--- src/rtl/hex_display_ctrl.sv ---
// rtl/hex_display_ctrl.sv - four-digit hex pager with debounced page key and timed auto-paging
module hex_display_ctrl #(
    parameter int PRESCALE = 50000000,
    parameter int DEBOUNCE = 500000
) (
    input  logic        clk,
    input  logic        resetN,
    input  logic        wrEn,
    input  logic [31:0] wrData,
    input  logic        keyIn,
    input  logic        autoPage,
    input  logic        blankIn,
    output logic [15:0] nibbleOut,
    output logic        pageOut,
    output logic        blankOut,
    output logic        updatedOut
);

    localparam int PW = $clog2(PRESCALE);
    localparam int DW = $clog2(DEBOUNCE);
    localparam logic [PW-1:0] PRE_LAST = PW'(PRESCALE - 1);
    localparam logic [DW-1:0] DEB_LAST = DW'(DEBOUNCE - 1);

    logic [31:0]   r_shadow;
    logic          r_page;
    logic          r_updated;
    logic          r_blank;
    logic          r_sync1;
    logic          r_sync2;
    logic          r_key_acc;
    logic [DW-1:0] r_deb_cnt;
    logic [PW-1:0] r_pre_cnt;

    logic w_key_differs;
    logic w_deb_done;
    logic w_press;
    logic w_tick;
    logic w_toggle;

    // The accepted level flips on the same edge the debounce count completes,
    // so a press is reported on that edge rather than one edge later.
    assign w_key_differs = (r_sync2 != r_key_acc);
    assign w_deb_done    = w_key_differs && (r_deb_cnt == DEB_LAST);
    assign w_press       = w_deb_done && r_key_acc;
    assign w_tick        = autoPage && (r_pre_cnt == PRE_LAST);
    assign w_toggle      = w_press || w_tick;

    // Digits come straight from registered state; wrData never reaches the outputs combinationally.
    assign nibbleOut  = r_page ? r_shadow[31:16] : r_shadow[15:0];
    assign pageOut    = r_page;
    assign blankOut   = r_blank;
    assign updatedOut = r_updated;

    // Two-flop synchronizer for the asynchronous pushbutton; idles high (released).
    always_ff @(posedge clk or negedge resetN) begin
        if (!resetN) begin
            r_sync1 <= 1'b1;
            r_sync2 <= 1'b1;
        end else begin
            r_sync1 <= keyIn;
            r_sync2 <= r_sync1;
        end
    end

    // Debouncer: count consecutive cycles the synchronized level disagrees with the accepted one.
    always_ff @(posedge clk or negedge resetN) begin
        if (!resetN) begin
            r_deb_cnt <= '0;
            r_key_acc <= 1'b1;
        end else if (!w_key_differs) begin
            r_deb_cnt <= '0;
        end else if (w_deb_done) begin
            r_deb_cnt <= '0;
            r_key_acc <= r_sync2;
        end else begin
            r_deb_cnt <= r_deb_cnt + DW'(1);
        end
    end

    // Auto-page prescaler: runs only while enabled and restarts on every key press.
    always_ff @(posedge clk or negedge resetN) begin
        if (!resetN) begin
            r_pre_cnt <= '0;
        end else if (!autoPage || w_press || w_tick) begin
            r_pre_cnt <= '0;
        end else begin
            r_pre_cnt <= r_pre_cnt + PW'(1);
        end
    end

    // Page flips once per cycle whether the cause is a press, a tick, or both together.
    always_ff @(posedge clk or negedge resetN) begin
        if (!resetN) begin
            r_page <= 1'b0;
        end else if (w_toggle) begin
            r_page <= ~r_page;
        end
    end

    // Shadow capture plus the write-acknowledge pulse that follows it.
    always_ff @(posedge clk or negedge resetN) begin
        if (!resetN) begin
            r_shadow  <= '0;
            r_updated <= 1'b0;
        end else begin
            if (wrEn) begin
                r_shadow <= wrData;
            end
            r_updated <= wrEn;
        end
    end

    // Blank request is only delayed one cycle; it never touches display state.
    always_ff @(posedge clk or negedge resetN) begin
        if (!resetN) begin
            r_blank <= 1'b0;
        end else begin
            r_blank <= blankIn;
        end
    end

endmodule

--- config.mk ---
export PLATFORM = sky130hd
export DESIGN_NAME = hex_display_ctrl
export DESIGN_NICKNAME = d
export VERILOG_FILES = /design/src/rtl/hex_display_ctrl.sv
export SDC_FILE = /design/constraint.sdc
export NUM_CORES = 1
export LEC_CHECK = 0
export CAP_MARGIN = 10
export CORE_MARGIN = 2
export CORE_UTILIZATION = 58
export DETAILED_ROUTE_END_ITERATION = 7
export PLACE_DENSITY_LB_ADDON = 0.12
export SYNTH_ARGS = -nofsm -noshare
export SYNTH_HDL_FRONTEND = slang
export SYNTH_SLANG_ARGS = --single-unit
--- constraint.sdc ---
create_clock -name clk -period 3.5 [get_ports clk]
set_input_delay 0.7 -clock clk [delete_from_list [all_inputs] [get_ports clk]]
set_output_delay 0.7 -clock clk [all_outputs]
set_load 0.01 [all_outputs]
==> results_dict.tcl <==
set metrics [dict create \
    met1_usage 0.269 \
    rr_endpoint "r_deb_cnt[13]$_DFF_PN0_" \
    clk_latency_ns 0.36 \
    timing.final.crit_share 0.801 \
    port-buffer-count 56 \
    vias 2531 \
    seq_area_frac_synth 0.548 \
    grt_use_met2 0.354 \
    antenna_found_initial 0 \
    cts.clk_slew.worst_paths_ns 0.08 \
    total_power_uw 2000 \
    p_leak_uw 0.00194 \
    finalSetupTns_ns 0 \
    status "complete, no violations" \
    endpoint_kind "output pin" \
    vdd_drop_max_mv 0.281 \
    period_needed_ns 2.80 \
    cts_setup_buffers 0 \
    crit_path_end "nibbleOut[14]" \
    grt_pass1_vias 2644 \
    clock-root-buffer "clkbuf_8" \
    grt_max_degree 84 \
    ios 57 \
    remaining_drc_errors 0 \
    fillCellCount 463 \
    num_antenna_cells 0 \
    ctsResizeCount 0 \
    cts_tree "built" \
    cp_data_required_time_ns 2.80 \
    drive_above_1_share 0.193 \
    synth_top_area_cell "dfrtp_1" \
    hold_class "flop to flop" \
    ant_nets 0 \
    crit_fanout 18 \
    worstSetupPathType "flop to output pin" \
    syn_inst 326 \
    cp_data_arrival_time_ns 2.10 \
    cts_max_path_buffers 2 \
    drv_cap 0 \
    r2r-start "r_deb_cnt[7]$_DFF_PN0_" \
    drtIter0Drc 99 \
    register_area_um2 2080 \
    firstDrtPassIters 4 \
    setup.worst_path.start_class "flop" \
    finClkSkew_ns 0.00345 \
    worstMarginPinSlew_ns 1.00 \
    htreeDepth 3 \
    cts_sinks 83 \
    area_delta_synth_final_pct 21.5 \
    synth_cell_types 30 \
    grtUsageMet3 0.0574 \
    die_w_um 84.9 \
    synth_fp_nets 366 \
    grt_util_all_layers 0.218 \
    top_usage_layer "met2" \
    dieHeight_um 84.9 \
    gr-total-overflow 0 \
    die_area_um2 7210 \
    nNetsFinal 423 \
    grt_pass1_wl_um 12200 \
    synth_area_leaders "dfrtp_1, mux2_2, xor2_1" \
    rsz0062_at_grt "no" \
    core-area_um2 6350 \
    syn_area_per_cell_um2 11.7 \
    holdBufCountCts 0 \
    wl_per_cell_um 15.5 \
    ys.warnings.count 0 \
    synth_top_cell_area_share 0.527 \
    hpwl_um 4860 \
    viasPerCell 5.44 \
    r2r_cells 5 \
    timing.fmax_mhz 357 \
    finalMaxSlewViolations 0 \
    place_congestion 0.740 \
    ys_seq_elements 83 \
    rrSetupSlack_ns 1.16 \
    startpoint "pageOut$_DFFE_PN0P_" \
    setup_viol 0 \
    finalHoldViolations 0 \
    power.density_nw_per_um2 434 \
    wl_um 7190 \
    std_cell_rows 29 \
    netlist_area_um2 3800 \
    start_util 0.598 \
    cts_buffers 9 \
    multi_input_area_um2 1630 \
    maxSlewHeadroom 0.330 \
]
## Yosys cell counts
master    instances
and2_1            3
and3_1            5
and4_1            4
buf_1             4
buf_12            1
buf_4             2
buf_6             1
clkbuf_1          3
dfrtp_1          80
dfstp_2           3
ha_1              2
inv_1             4
mux2_2           49
nand2_1          18
nand3_1          18
nand3_2           1
nand3b_1          2
nand4_1          12
nand4b_1          2
nor2_1           54
nor2b_1           2
nor3_1            3
nor4_1            3
nor4_2            2
or2_1             1
or3_1             1
or4b_1            1
or4b_2            2
xnor2_1          10
xor2_1           33
## sequential cells by signal (all words and copies together) (netlist names)
signal	cells
r_deb_cnt	19
updatedOut	1
blankOut	1
pageOut	1
r_sync1	1
r_sync2	1
r_shadow	32
r_key_acc	1
r_pre_cnt	26
## stage by stage
stage          instance area, um^2  instances  hold slack, ns  setup WS [ns]   util
4_1_cts                       4610        465           0.359          0.647  0.727
3_3_place_gp                  4390        449           0.346          0.836  0.691
6_report                      4610        465           0.358          0.698  0.727
3_5_place_dp                  4390        449           0.347          0.790  0.691
2_1_floorplan                 3800        326           0.345           1.36      -
5_1_grt                       4610        465           0.361          0.573  0.727
## where the power goes
group | switching, uW | internal, uW | leakage [uW]
logic | 75.0 | 121 | 0.000772
registers | 23.9 | 1000 | 0.00106
clock network | 358 | 421 | 0.000108
total | 457 | 1550 | 0.00194
## worst max-delay path: stages, from the launching register on
cell and delay, ns:
dfrtp_1 0.84, mux2_2 0.41, clkdlybuf4s50_1 0.50
## logic make-up after synthesis
logic type	synth area share
multiplexers	0.145
buffers and inverters	0.0231
flip-flops	0.548
XOR/XNOR	0.0991
AND/OR/NAND/NOR	0.178
adder cells (fa/ha/maj)	0.00659
## layout by cell type (no fill, tap or decap), types with 2 or more instances in the layout
master	count
nand3_1	18
xnor2_1	10
bufinv_16	2
nor2b_1	2
dfrtp_1	80
nand4b_1	2
nand4_1	12
ha_1	2
dfstp_2	3
mux2_2	49
nor4_1	3
nor2_1	54
clkdlybuf4s50_1	55
nor4_2	2
and4_1	4
inv_1	4
clkbuf_8	10
or4b_2	2
and2_1	3
buf_4	2
nand3b_1	2
and3_1	5
nor3_1	3
nand2_1	18
clkinvlp_4	2
xor2_1	33
## final cells by class
| class | count | share of cell area |
|---|---|---|
| Tap cell | 77 | 0.0209 |
| Timing Repair Buffer | 57 | 0.123 |
| Inverter | 4 | 0.00325 |
| Clock inverter | 6 | 0.0193 |
| Clock buffer | 10 | 0.0298 |
| Sequential cell | 83 | 0.451 |
| Multi-Input combinational cell | 228 | 0.353 |
## layer usage
layer / vias to the layer above / wire, um / share of wire
li1: 1226 / - / -
met1: 1252 / 3120 / 0.43
met2: 39 / 3630 / 0.51
met3: 14 / 283 / 0.039
met4: 0 / 150 / 0.021
met5: - / 0 / 0
## worst min path at each step
stage	to	slack, ns	depth (start not counted)	from
floorplan	r_sync2$_DFF_PN1_	0.35	0	r_sync1$_DFF_PN1_
global placement	r_sync2$_DFF_PN1_	0.35	0	r_sync1$_DFF_PN1_
detailed placement	r_sync2$_DFF_PN1_	0.35	0	r_sync1$_DFF_PN1_
CTS	r_sync2$_DFF_PN1_	0.36	0	r_sync1$_DFF_PN1_
global route	r_sync2$_DFF_PN1_	0.36	0	r_sync1$_DFF_PN1_
finish	r_sync2$_DFF_PN1_	0.36	0	r_sync1$_DFF_PN1_
Note: power is estimated with default switching activity, not from simulation.
